==> src/rtl/gp_pkg.sv <==
// Shared constants and types for the graphics-processor arbiter.
// Screen geometry sets the coordinate widths so the two cannot drift apart.
package gp_pkg;

  localparam int SCREEN_W = 640;
  localparam int SCREEN_H = 480;

  localparam int GP_X_W   = $clog2(SCREEN_W);
  localparam int GP_Y_W   = $clog2(SCREEN_H);
  localparam int GP_ARG_W = 12;

  localparam logic GP_OP_CLEAR = 1'b0;
  localparam logic GP_OP_FILL  = 1'b1;

  typedef enum logic [1:0] {
    IDLE     = 2'd0,
    WAIT_CLR = 2'd1,
    BUSY     = 2'd2,
    DONE     = 2'd3
  } gp_state_e;

endpackage

==> src/rtl/gp_arbiter_rr_pick.sv <==
// Combinational round-robin picker: scans from last_owner+1 (wrapping) and
// returns the first requesting index as one-hot, binary index and valid.
module rr_pick #(
  parameter  int N_REQ = 3,
  localparam int IW    = (N_REQ > 1) ? $clog2(N_REQ) : 1
) (
  input  logic [N_REQ-1:0] req,
  input  logic [IW-1:0]    last_owner,
  output logic [N_REQ-1:0] onehot,
  output logic [IW-1:0]    index,
  output logic             valid
);

  int          c;
  logic [IW-1:0] cidx;

  always_comb begin
    onehot = '0;
    index  = '0;
    valid  = 1'b0;
    c      = 0;
    cidx   = '0;
    for (int k = 1; k <= N_REQ; k++) begin
      c = int'(last_owner) + k;
      if (c >= N_REQ) c = c - N_REQ;
      cidx = IW'(c);
      if (!valid && req[cidx]) begin
        valid        = 1'b1;
        index        = cidx;
        onehot[cidx] = 1'b1;
      end
    end
  end

endmodule

==> src/rtl/gp_arbiter.sv <==
// Round-robin arbiter sharing one graphics processor among N_REQ requesters.
// Optional watchdog on a stuck BUSY is enabled by defining GP_ARB_TIMEOUT_EN.
module gp_arbiter
  import gp_pkg::*;
#(
  parameter int N_REQ          = 3,
  parameter int TIMEOUT_CYCLES = 1048575
) (
  input  logic                      clk,
  input  logic                      rst_n,
  input  logic [N_REQ-1:0]          req,
  input  logic [N_REQ-1:0]          req_opcode,
  input  logic [GP_X_W*N_REQ-1:0]   req_tl_x,
  input  logic [GP_Y_W*N_REQ-1:0]   req_tl_y,
  input  logic [GP_X_W*N_REQ-1:0]   req_br_x,
  input  logic [GP_Y_W*N_REQ-1:0]   req_br_y,
  input  logic [GP_ARG_W*N_REQ-1:0] req_arg,
  output logic [N_REQ-1:0]          grant,
  output logic [N_REQ-1:0]          done,
  input  logic                      gp_finish,
  output logic                      gp_en,
  output logic                      gp_opcode,
  output logic [GP_X_W-1:0]         gp_tl_x,
  output logic [GP_Y_W-1:0]         gp_tl_y,
  output logic [GP_X_W-1:0]         gp_br_x,
  output logic [GP_Y_W-1:0]         gp_br_y,
`ifdef GP_ARB_TIMEOUT_EN
  output logic                      timeout_err,
`endif
  output logic [GP_ARG_W-1:0]       gp_arg
);

  localparam int IW = (N_REQ > 1) ? $clog2(N_REQ) : 1;

  if (TIMEOUT_CYCLES < 1) begin : g_bad_timeout
    $error("gp_arbiter: TIMEOUT_CYCLES must be at least 1");
  end

  logic [GP_X_W-1:0]   tl_x_a [N_REQ];
  logic [GP_Y_W-1:0]   tl_y_a [N_REQ];
  logic [GP_X_W-1:0]   br_x_a [N_REQ];
  logic [GP_Y_W-1:0]   br_y_a [N_REQ];
  logic [GP_ARG_W-1:0] arg_a  [N_REQ];

  genvar gi;
  for (gi = 0; gi < N_REQ; gi++) begin : g_unpack
    assign tl_x_a[gi] = req_tl_x[GP_X_W*gi +: GP_X_W];
    assign tl_y_a[gi] = req_tl_y[GP_Y_W*gi +: GP_Y_W];
    assign br_x_a[gi] = req_br_x[GP_X_W*gi +: GP_X_W];
    assign br_y_a[gi] = req_br_y[GP_Y_W*gi +: GP_Y_W];
    assign arg_a[gi]  = req_arg[GP_ARG_W*gi +: GP_ARG_W];
  end

  gp_state_e           state_q, state_d;
  logic [N_REQ-1:0]    grant_q, grant_d, done_q, done_d;
  logic                gp_en_q, gp_en_d, op_q, op_d;
  logic [GP_X_W-1:0]   tl_x_q, tl_x_d, br_x_q, br_x_d;
  logic [GP_Y_W-1:0]   tl_y_q, tl_y_d, br_y_q, br_y_d;
  logic [GP_ARG_W-1:0] arg_q, arg_d;
  logic [IW-1:0]       last_q, last_d;
  // Blocks a grant on the first edge after reset release.
  logic                started_q;

  logic [N_REQ-1:0]    pick_onehot;
  logic [IW-1:0]       pick_idx;
  logic                pick_valid;

`ifdef GP_ARB_TIMEOUT_EN
  localparam int CNT_W = $clog2(TIMEOUT_CYCLES + 1);
  logic [CNT_W-1:0]    cnt_q, cnt_d;
  logic                to_q, to_d;
`endif

  rr_pick #(.N_REQ(N_REQ)) u_pick (
    .req        (req),
    .last_owner (last_q),
    .onehot     (pick_onehot),
    .index      (pick_idx),
    .valid      (pick_valid)
  );

  always_comb begin
    state_d = state_q;
    grant_d = grant_q;
    done_d  = done_q;
    gp_en_d = gp_en_q;
    op_d    = op_q;
    tl_x_d  = tl_x_q;
    tl_y_d  = tl_y_q;
    br_x_d  = br_x_q;
    br_y_d  = br_y_q;
    arg_d   = arg_q;
    last_d  = last_q;
`ifdef GP_ARB_TIMEOUT_EN
    cnt_d   = cnt_q;
    to_d    = to_q;
`endif
    case (state_q)
      IDLE: begin
        if (gp_finish) begin
          state_d = WAIT_CLR;
        end else if (started_q && pick_valid) begin
          state_d = BUSY;
          grant_d = pick_onehot;
          gp_en_d = 1'b1;
          last_d  = pick_idx;
          op_d    = req_opcode[pick_idx];
          tl_x_d  = tl_x_a[pick_idx];
          tl_y_d  = tl_y_a[pick_idx];
          br_x_d  = br_x_a[pick_idx];
          br_y_d  = br_y_a[pick_idx];
          arg_d   = arg_a[pick_idx];
`ifdef GP_ARB_TIMEOUT_EN
          cnt_d   = '0;
`endif
        end
      end
      WAIT_CLR: begin
        if (!gp_finish) state_d = IDLE;
      end
      BUSY: begin
        if (gp_finish) begin
          state_d = DONE;
          gp_en_d = 1'b0;
          done_d  = grant_q;
`ifdef GP_ARB_TIMEOUT_EN
        end else if (cnt_q == CNT_W'(TIMEOUT_CYCLES - 1)) begin
          state_d = DONE;
          gp_en_d = 1'b0;
          done_d  = grant_q;
          to_d    = 1'b1;
        end else begin
          cnt_d   = cnt_q + 1'b1;
`endif
        end
      end
      DONE: begin
        state_d = IDLE;
        grant_d = '0;
        done_d  = '0;
      end
      default: state_d = IDLE;
    endcase
  end

  always_ff @(posedge clk or negedge rst_n) begin
    if (!rst_n) begin
      state_q   <= IDLE;
      grant_q   <= '0;
      done_q    <= '0;
      gp_en_q   <= 1'b0;
      op_q      <= 1'b0;
      tl_x_q    <= '0;
      tl_y_q    <= '0;
      br_x_q    <= '0;
      br_y_q    <= '0;
      arg_q     <= '0;
      last_q    <= IW'(N_REQ - 1);
      started_q <= 1'b0;
`ifdef GP_ARB_TIMEOUT_EN
      cnt_q     <= '0;
      to_q      <= 1'b0;
`endif
    end else begin
      state_q   <= state_d;
      grant_q   <= grant_d;
      done_q    <= done_d;
      gp_en_q   <= gp_en_d;
      op_q      <= op_d;
      tl_x_q    <= tl_x_d;
      tl_y_q    <= tl_y_d;
      br_x_q    <= br_x_d;
      br_y_q    <= br_y_d;
      arg_q     <= arg_d;
      last_q    <= last_d;
      started_q <= 1'b1;
`ifdef GP_ARB_TIMEOUT_EN
      cnt_q     <= cnt_d;
      to_q      <= to_d;
`endif
    end
  end

  assign grant     = grant_q;
  assign done      = done_q;
  assign gp_en     = gp_en_q;
  assign gp_opcode = op_q;
  assign gp_tl_x   = tl_x_q;
  assign gp_tl_y   = tl_y_q;
  assign gp_br_x   = br_x_q;
  assign gp_br_y   = br_y_q;
  assign gp_arg    = arg_q;
`ifdef GP_ARB_TIMEOUT_EN
  assign timeout_err = to_q;
`endif

endmodule

==> config.mk <==
export PLATFORM = sky130hd
export DESIGN_NAME = gp_arbiter
export DESIGN_NICKNAME = d
export VERILOG_FILES = /design/src/rtl/gp_pkg.sv /design/src/rtl/gp_arbiter_rr_pick.sv /design/src/rtl/gp_arbiter.sv
export SDC_FILE = /design/constraint.sdc
export NUM_CORES = 1
export LEC_CHECK = 0
export ABC_AREA = 1
export CORE_UTILIZATION = 41
export CTS_CLUSTER_SIZE = 20
export DETAILED_ROUTE_END_ITERATION = 10
export PLACE_DENSITY = 0.79
export SYNTH_ARGS = -nofsm -noshare
export SYNTH_HDL_FRONTEND = slang
export SYNTH_SLANG_ARGS = --single-unit
==> constraint.sdc <==
create_clock -name clk -period 2.7 [get_ports clk]
set_clock_uncertainty 0.1 [all_clocks]
set_input_delay 0.405 -clock clk [delete_from_list [all_inputs] [get_ports clk]]
set_output_delay 0.405 -clock clk [all_outputs]
set_load 0.02 [all_outputs]
# ---- After elaboration in Yosys (flattened, before gate mapping)
# Index checks and enable logic that the tools add are counted.
dict set report word_totals {
  ff_bits 63
  word_cells 113
  out_inout_bits 58
  inputBits 159
}
dict set report classes {
  n_eq_ne 8
  muxes 55
  addsub 6
  bitwise 4
  magnitude_cmp 11
  reduce_logical 17
}
# cell count
set ops {}
lappend ops {{binary-select mux 10 bit (select 2 bit)} 2}
lappend ops {{2-to-1 mux 10 bit} 4}
lappend ops {{binary-select mux 9 bit (select 2 bit)} 2}
lappend ops {{2-to-1 mux 9 bit} 4}
lappend ops {{binary-select mux 12 bit (select 2 bit)} 1}
lappend ops {{2-to-1 mux 12 bit} 2}
lappend ops {{2-to-1 mux 2 bit} 10}
lappend ops {{2-to-1 mux 3 bit} 6}
lappend ops {{2-to-1 mux 1 bit} 13}
lappend ops {{less-than comparator 2 x 3 -> 1 bit, second input constant} 4}
lappend ops {{case mux 3 bit (2 select lines)} 2}
lappend ops {{greater-or-equal comparator 3 x 2 -> 1 bit, second input constant} 3}
lappend ops {{AND reduction 3 bit} 3}
lappend ops {{binary-select mux 1 bit (select 2 bit)} 4}
lappend ops {{inequality test 2 bit, second input constant} 4}
lappend ops {{case mux 2 bit (4 select lines)} 1}
lappend ops {{adder 2 x 2 -> 3 bit, second input constant} 2}
lappend ops {{demux 1 bit (select 2 bit)} 3}
lappend ops {{greater-or-equal comparator 2 x 1 -> 1 bit, second input constant} 3}
lappend ops {{logical AND 1 bit} 6}
lappend ops {{OR 3 bit} 2}
lappend ops {{nonzero test 2 bit} 3}
lappend ops {{subtractor 2 x 1 -> 2 bit, second input constant} 3}
lappend ops {{equality test 2 bit, second input constant} 2}
lappend ops {{other kinds (11)} 12}

# ---- Logic depth before layout (Yosys ltp)
dict set report logic_depth {
  word_depth 16
  depth_mapped 16
  depth_no_buf 14
}

# ---- By module
# From an unflattened synthesis, not the netlist that was laid out.
dict set report unflattened {
  hier_cells 705
  hier_area_um2 4307.9
}
# module seq_area_each_um2 instances area_each_um2 cells_each
set modules_own_cells {}
lappend modules_own_cells {gp_arbiter 1577.8 1 3913.8 647}
lappend modules_own_cells {rr_pick 0.0 1 394.1 58}

# ---- Worst setup path after synthesis
# OpenSTA, ideal clock, no wires.
dict set report synth_timing {
  path_kind {register -> register}
  start {reg last_q[1]}
  end {reg br_y_q[5] (netlist: gp_br_y[5])}
  stages_incl_launch_ff 16
  period_less_slack_ps 2343
  required_time_ps 2478
  slack_ps 357
  setup_ps 122
  path_buffers 2
  arrival_ps 2121
  cell_sequence {dfstp_2 > inv_1 > ha_1 > buf_6 > nand2_1 > clkinv_1 > nor2_4 > nand2_2 > nand2_2 > nand3_2 > nand3_4 > inv_2 > buf_6 > or2_1 > inv_1 > a21oi_1}
}
dict set report synth_between {
  elab_chain_len 16
  elab_cells_between_ends 34
  classes_between {add/sub: 6; order compare: 3; mux: 18; bitwise: 1; reduce/logical: 6}
}
# item line_no
set synth_rtl {}
lappend synth_rtl {{from (decl)} gp_arbiter.sv:60} ;# logic [IW-1:0] last_q, last_d;
lappend synth_rtl {{from (signal assigned)} gp_arbiter.sv:158} ;# last_q <= IW'(N_REQ - 1);
lappend synth_rtl {{from (signal assigned)} gp_arbiter.sv:175} ;# last_q <= last_d;
lappend synth_rtl {{adder 2 x 1 -> 3 bit} gp_arbiter_rr_pick.sv:24} ;# c = int'(last_owner) + k;
lappend synth_rtl {{greater-or-equal comparator 3 x 2 -> 1 bit or subtractor 2 x 1 -> 2 bit (tied branches)} gp_arbiter_rr_pick.sv:25} ;# if (c >= N_REQ) c = c - N_REQ;
lappend synth_rtl {{2-to-1 mux 2 bit} gp_arbiter_rr_pick.sv:25}
lappend synth_rtl {{binary-select mux 1 bit (select 2 bit)} gp_arbiter_rr_pick.sv:27} ;# if (!valid && req[cidx]) begin
lappend synth_rtl {{2-to-1 mux 1 bit (not written as such)} gp_arbiter_rr_pick.sv:27}
lappend synth_rtl {{2-to-1 mux 1 bit} gp_arbiter_rr_pick.sv:27}
lappend synth_rtl {{logical NOT 1 bit} gp_arbiter_rr_pick.sv:27}
lappend synth_rtl {{logical AND 1 bit} gp_arbiter_rr_pick.sv:27}
lappend synth_rtl {{2-to-1 mux 1 bit} gp_arbiter_rr_pick.sv:27}
lappend synth_rtl {{logical NOT 1 bit} gp_arbiter_rr_pick.sv:27}
lappend synth_rtl {{logical AND 1 bit} gp_arbiter_rr_pick.sv:27}
lappend synth_rtl {{2-to-1 mux 2 bit} gp_arbiter_rr_pick.sv:27}
lappend synth_rtl {{inverter 2 -> 3 bit (not written as such)} gp_arbiter.sv:111} ;# br_y_d = br_y_a[pick_idx];
lappend synth_rtl {{binary-select mux 9 bit (select 2 bit)} gp_arbiter.sv:111}
lappend synth_rtl {{2-to-1 mux 9 bit (not written as such) (2 in a row)} gp_arbiter.sv:111}
lappend synth_rtl {{to (signal assigned)} gp_arbiter.sv:173} ;# br_y_q <= br_y_d;
lappend synth_rtl {{to (decl)} gp_arbiter.sv:58} ;# logic [GP_Y_W-1:0] tl_y_q, tl_y_d, br_y_q, br_y_d;
# Several ways; a longest one is shown, not always the timed one. The select of a mux whose other input is x is not followed.
# A chain may end at the register's enable or synchronous reset.

# ---- Worst setup path after layout
dict set report layout_timing {
  start {reg last_q[1]}
  end {reg br_y_q[2] (netlist: gp_br_y[2])}
}
# Same word-level chain as after synthesis.

==> metrics.md <==
| Metric | Value |
|---|---|
| Status | `finished clean` |
| Cell Chain, Critical Path | `inv_2, ha_4, nand2_1, clkinv_1, nor2_4, nand2_2, nand2_2, nor2_4, buf_4, nand2_4, nand2_8, buf_4, nor2_4, o21ai_1, o21ai_1` |
| CP Data Arrival Time | `~2.7 ns` |
| GPL Wtd Cong | `about 0.98` |
| Worst Setup Path Type | `register to register` |
| DIE AREA | `0.0109 mm2` |
| 1st-pass router iterations | `7` |
| Filler cell count | `approximately 870` |
| Post-synth EDFFs | `0` |
| Most frequent cells in the layout | `clkdlybuf4s50_1 (215), nand2_1 (119), inv_1 (116), nand3_1 (86), a21oi_1 (78)` |
| Pleak | `3.44 nW` |
| CP top delay family | `simple AND/OR/NAND/NOR gates` |
| Synth Warn # | `0` |
| Final ANT Viol Nets | `0` |
| Area Overhead vs Synth | `62.7%` |
| CP bufs+invs | `4` |
| Inserted Clock Buffers | `9` |
| Htree depth | `3` |
| Setup Viol. Count Final | `0` |
| Proportion of layout cells with a drive suffix above 1 | `between 9 and 10%` |
| Worst-Skew Late Latency | `0.33 ns` |
| Slowest cell delay on critical path | `approximately 0.56 ns` |
| Syn_area_per_cell | `a little under 7 um2` |
| First-pass GRT wire length | `23500 um` |
| Crit path capture type | `register` |
| Critical path peak fanout | `7` |
| Chip height | `between 100 and 150 um` |
| Final period util | `a little over nine tenths` |
| Area used by multi-input combinational logic | `between 0.002 and 0.0025 mm2` |
| Clock Tree Buf Depth | `2` |
| Largest net degree at the start of global routing | `41` |
| Worst path slowest cell | `dfstp_2` |
| Setup WS post-layout | `~0.14 ns` |
| CTS clk-pin slew, worst paths | `0.07 ns` |
| Mapped Area | `between 0.004 and 0.005 mm2` |
| WL/cell | `approximately 16 um` |
| Remaining Overflow, GRT | `0` |
| Fraction of registers with async set/reset | `between 90% and 100%` |
| Initial antenna violation count | `0` |
| Distinct cells, synth | `33` |
| NumNets Final | `approximately 1000` |
| Fmax | `391 MHz` |
| Maximum vdd drop | `about 0.9 mV` |
| Residual DRC | `0` |
| RSZ-0062 raised after global routing | `no` |
| Final Hold Fails | `0` |
| Crit path top cell by count | `nor2_4` |
| FF/Latch Area | `approximately 0.0016 mm2` |
| Commonest non-fill, non-tap cell in the layout | `clkdlybuf4s50_1` |
| Worst Path Required | `~2.9 ns` |
| Synthesized flop and latch total | `between 60 and 70` |
| DP Worst Slack | `-0.176 ns` |
| Post-Route WL | `15300 um` |
| Total track usage | `a little over a quarter` |
| Final slew viol count | `0` |
| Total of max-cap violations | `0` |
| # diodes | `0` |
| Die width | `about 100 um` |
| Startpoint Class | `register` |
| Starting Density | `a little over two fifths` |
| Vias in the first global route | `between 4000 and 5000` |
| Clock Sink Count | `63` |
| Hold Path Class | `register to register` |
| Non-filler cells, final | `around 980` |
| Routed vias | `5006` |
| Syn nets | `just under 800` |
| Row count | `36` |
| CTS root buf | `clkbuf_8` |
| Via density | `about 5.1` |
| Cells after Synth | `617` |
| Sequential fraction of the synthesis area | `36.8%` |
| TritonCTS clock tree | `yes` |
| Post-DP HPWL | `between 10000 and 15000 um` |
| 1st-iter DRT viols | `about 320` |
| Tmin final | `between 2 and 3 ns` |
| Pwr Total | `0.00915 W` |
| Dominant synthesized flop cell | `dfrtp_1` |
| PwrDens | `roughly 1300 mW/mm2` |
| Port buffer count | `around 220` |
| Placed Cells | `948` |
| Area of the core | `0.00995 mm2` |
| Top-level I/O count | `217` |
==> through the flow <==
step / cell area, um2 / hold slack, ns / utilization, % / setup TNS, ns
global route: 6980 / 0.423 / 70.1 / 0
detailed placement: 6550 / 0.261 / 65.8 / -4.74
finish: 6980 / 0.382 / 70.1 / 0
floorplan: 4290 / 0.00941 / - / 0
CTS: 6760 / 0.390 / 67.9 / 0
global placement: 6550 / 0.245 / 65.8 / 0
==> registers in the layout, summed over array words and instances, names as in the netlist <==
name,flops
gp_en,1
gp_br_x,10
gp_arg,12
gp_tl_x,10
gp_opcode,1
last_q,2
grant,3
state_q,2
gp_br_y,9
started_q,1
gp_tl_y,9
done,3
==> tightest hold or removal path, cell delays in order (launching register included) <==
cell and delay (ns):
dfrtp_1 0.34, nand2_1 0.05, o21ai_0 0.06
==> logic make-up after synthesis <==
| kind of cell | after synthesis | share of synthesized area [%] |
|---|---|---|
| AO/OA/AOI/OAI | 135 | 16.0 |
| adder cells (fa/ha/maj) | 6 | 1.75 |
| buffers and inverters | 158 | 16.6 |
| flip-flops | 63 | 36.8 |
| multiplexers | 1 | 0.233 |
| other | 1 | 0.0875 |
| AND/OR/NAND/NOR | 253 | 28.5 |
==> per-layer routing <==
metal	global-route usage (%)	up-vias	wire length (um)
li1	-	2399	-
met1	32.5	2302	5960
met2	48.8	282	7850
met3	4.70	23	1190
met4	8.57	0	282
met5	0	-	0
==> final timing paths <==
path | to | depth (start not counted) | from | slack, ns
max in group asynchronous | last_q[1]$_DFFE_PN1P_ | 3 | rst_n | 1.40
worst max register to register | gp_br_y[2]$_DFFE_PN0P_ | 15 | last_q[1]$_DFFE_PN1P_ | 0.14
min in group asynchronous | gp_br_x[5]$_DFFE_PN0P_ | 2 | rst_n | 0.43
worst min-delay path | done[1]$_DFFE_PN0P_ | 2 | done[1]$_DFFE_PN0P_ | 0.38
worst max-delay path | gp_br_y[2]$_DFFE_PN0P_ | 15 | last_q[1]$_DFFE_PN1P_ | 0.14
worst min register to register | done[1]$_DFFE_PN0P_ | 2 | done[1]$_DFFE_PN0P_ | 0.38
==> cells in the mapped netlist, types with 3 or more instances <==
cell type  number  area [um2]
inv_2           3        11.3
o21ai_0        16        80.1
nor2_4          3        33.8
nand2_4         3        33.8
inv_1         117         439
a21oi_1        79         395
nand3_1        86         430
nor2_1          5        18.8
nand2_2         3        18.8
nand2_1       120         450
o21ai_1        37         185
dfrtp_1        62        1550
buf_4          11        82.6
buf_6           8        90.1
buf_2          11        55.1
or2_1          22         138
ha_1            6        75.1
or2_2           6        37.5
clkbuf_1        5        18.8
==> what timing repair did <==
item                                    4_1_cts  5_1_grt
endpoints found under the setup margin       53       54
cloned                                        1        4
gates resized for setup                       4       15
buffers inserted                              0       12
pin swaps                                     1        6
hold buffers                                  1        0
endpoints found under the hold margin        12        0
==> power by group <==
part           total, W  leakage (nW)  switching (W)  internal [W]
registers       0.00163         0.753       0.000248       0.00138
clock network  0.000749        0.0894       0.000368      0.000381
logic           0.00677          2.60        0.00398       0.00279
total           0.00915          3.44        0.00460       0.00455
==> layout make-up <==
| class | instances | area share (%) |
|---|---|---|
| Multi-Input combinational cell | 400 | 29.8 |
| Clock inverter | 3 | 0.251 |
| Sequential cell | 63 | 22.6 |
| Tap cell | 133 | 2.39 |
| Clock buffer | 13 | 2.28 |
| Inverter | 122 | 6.64 |
| Timing Repair Buffer | 248 | 36.0 |
(Power assumes the default switching activity.)
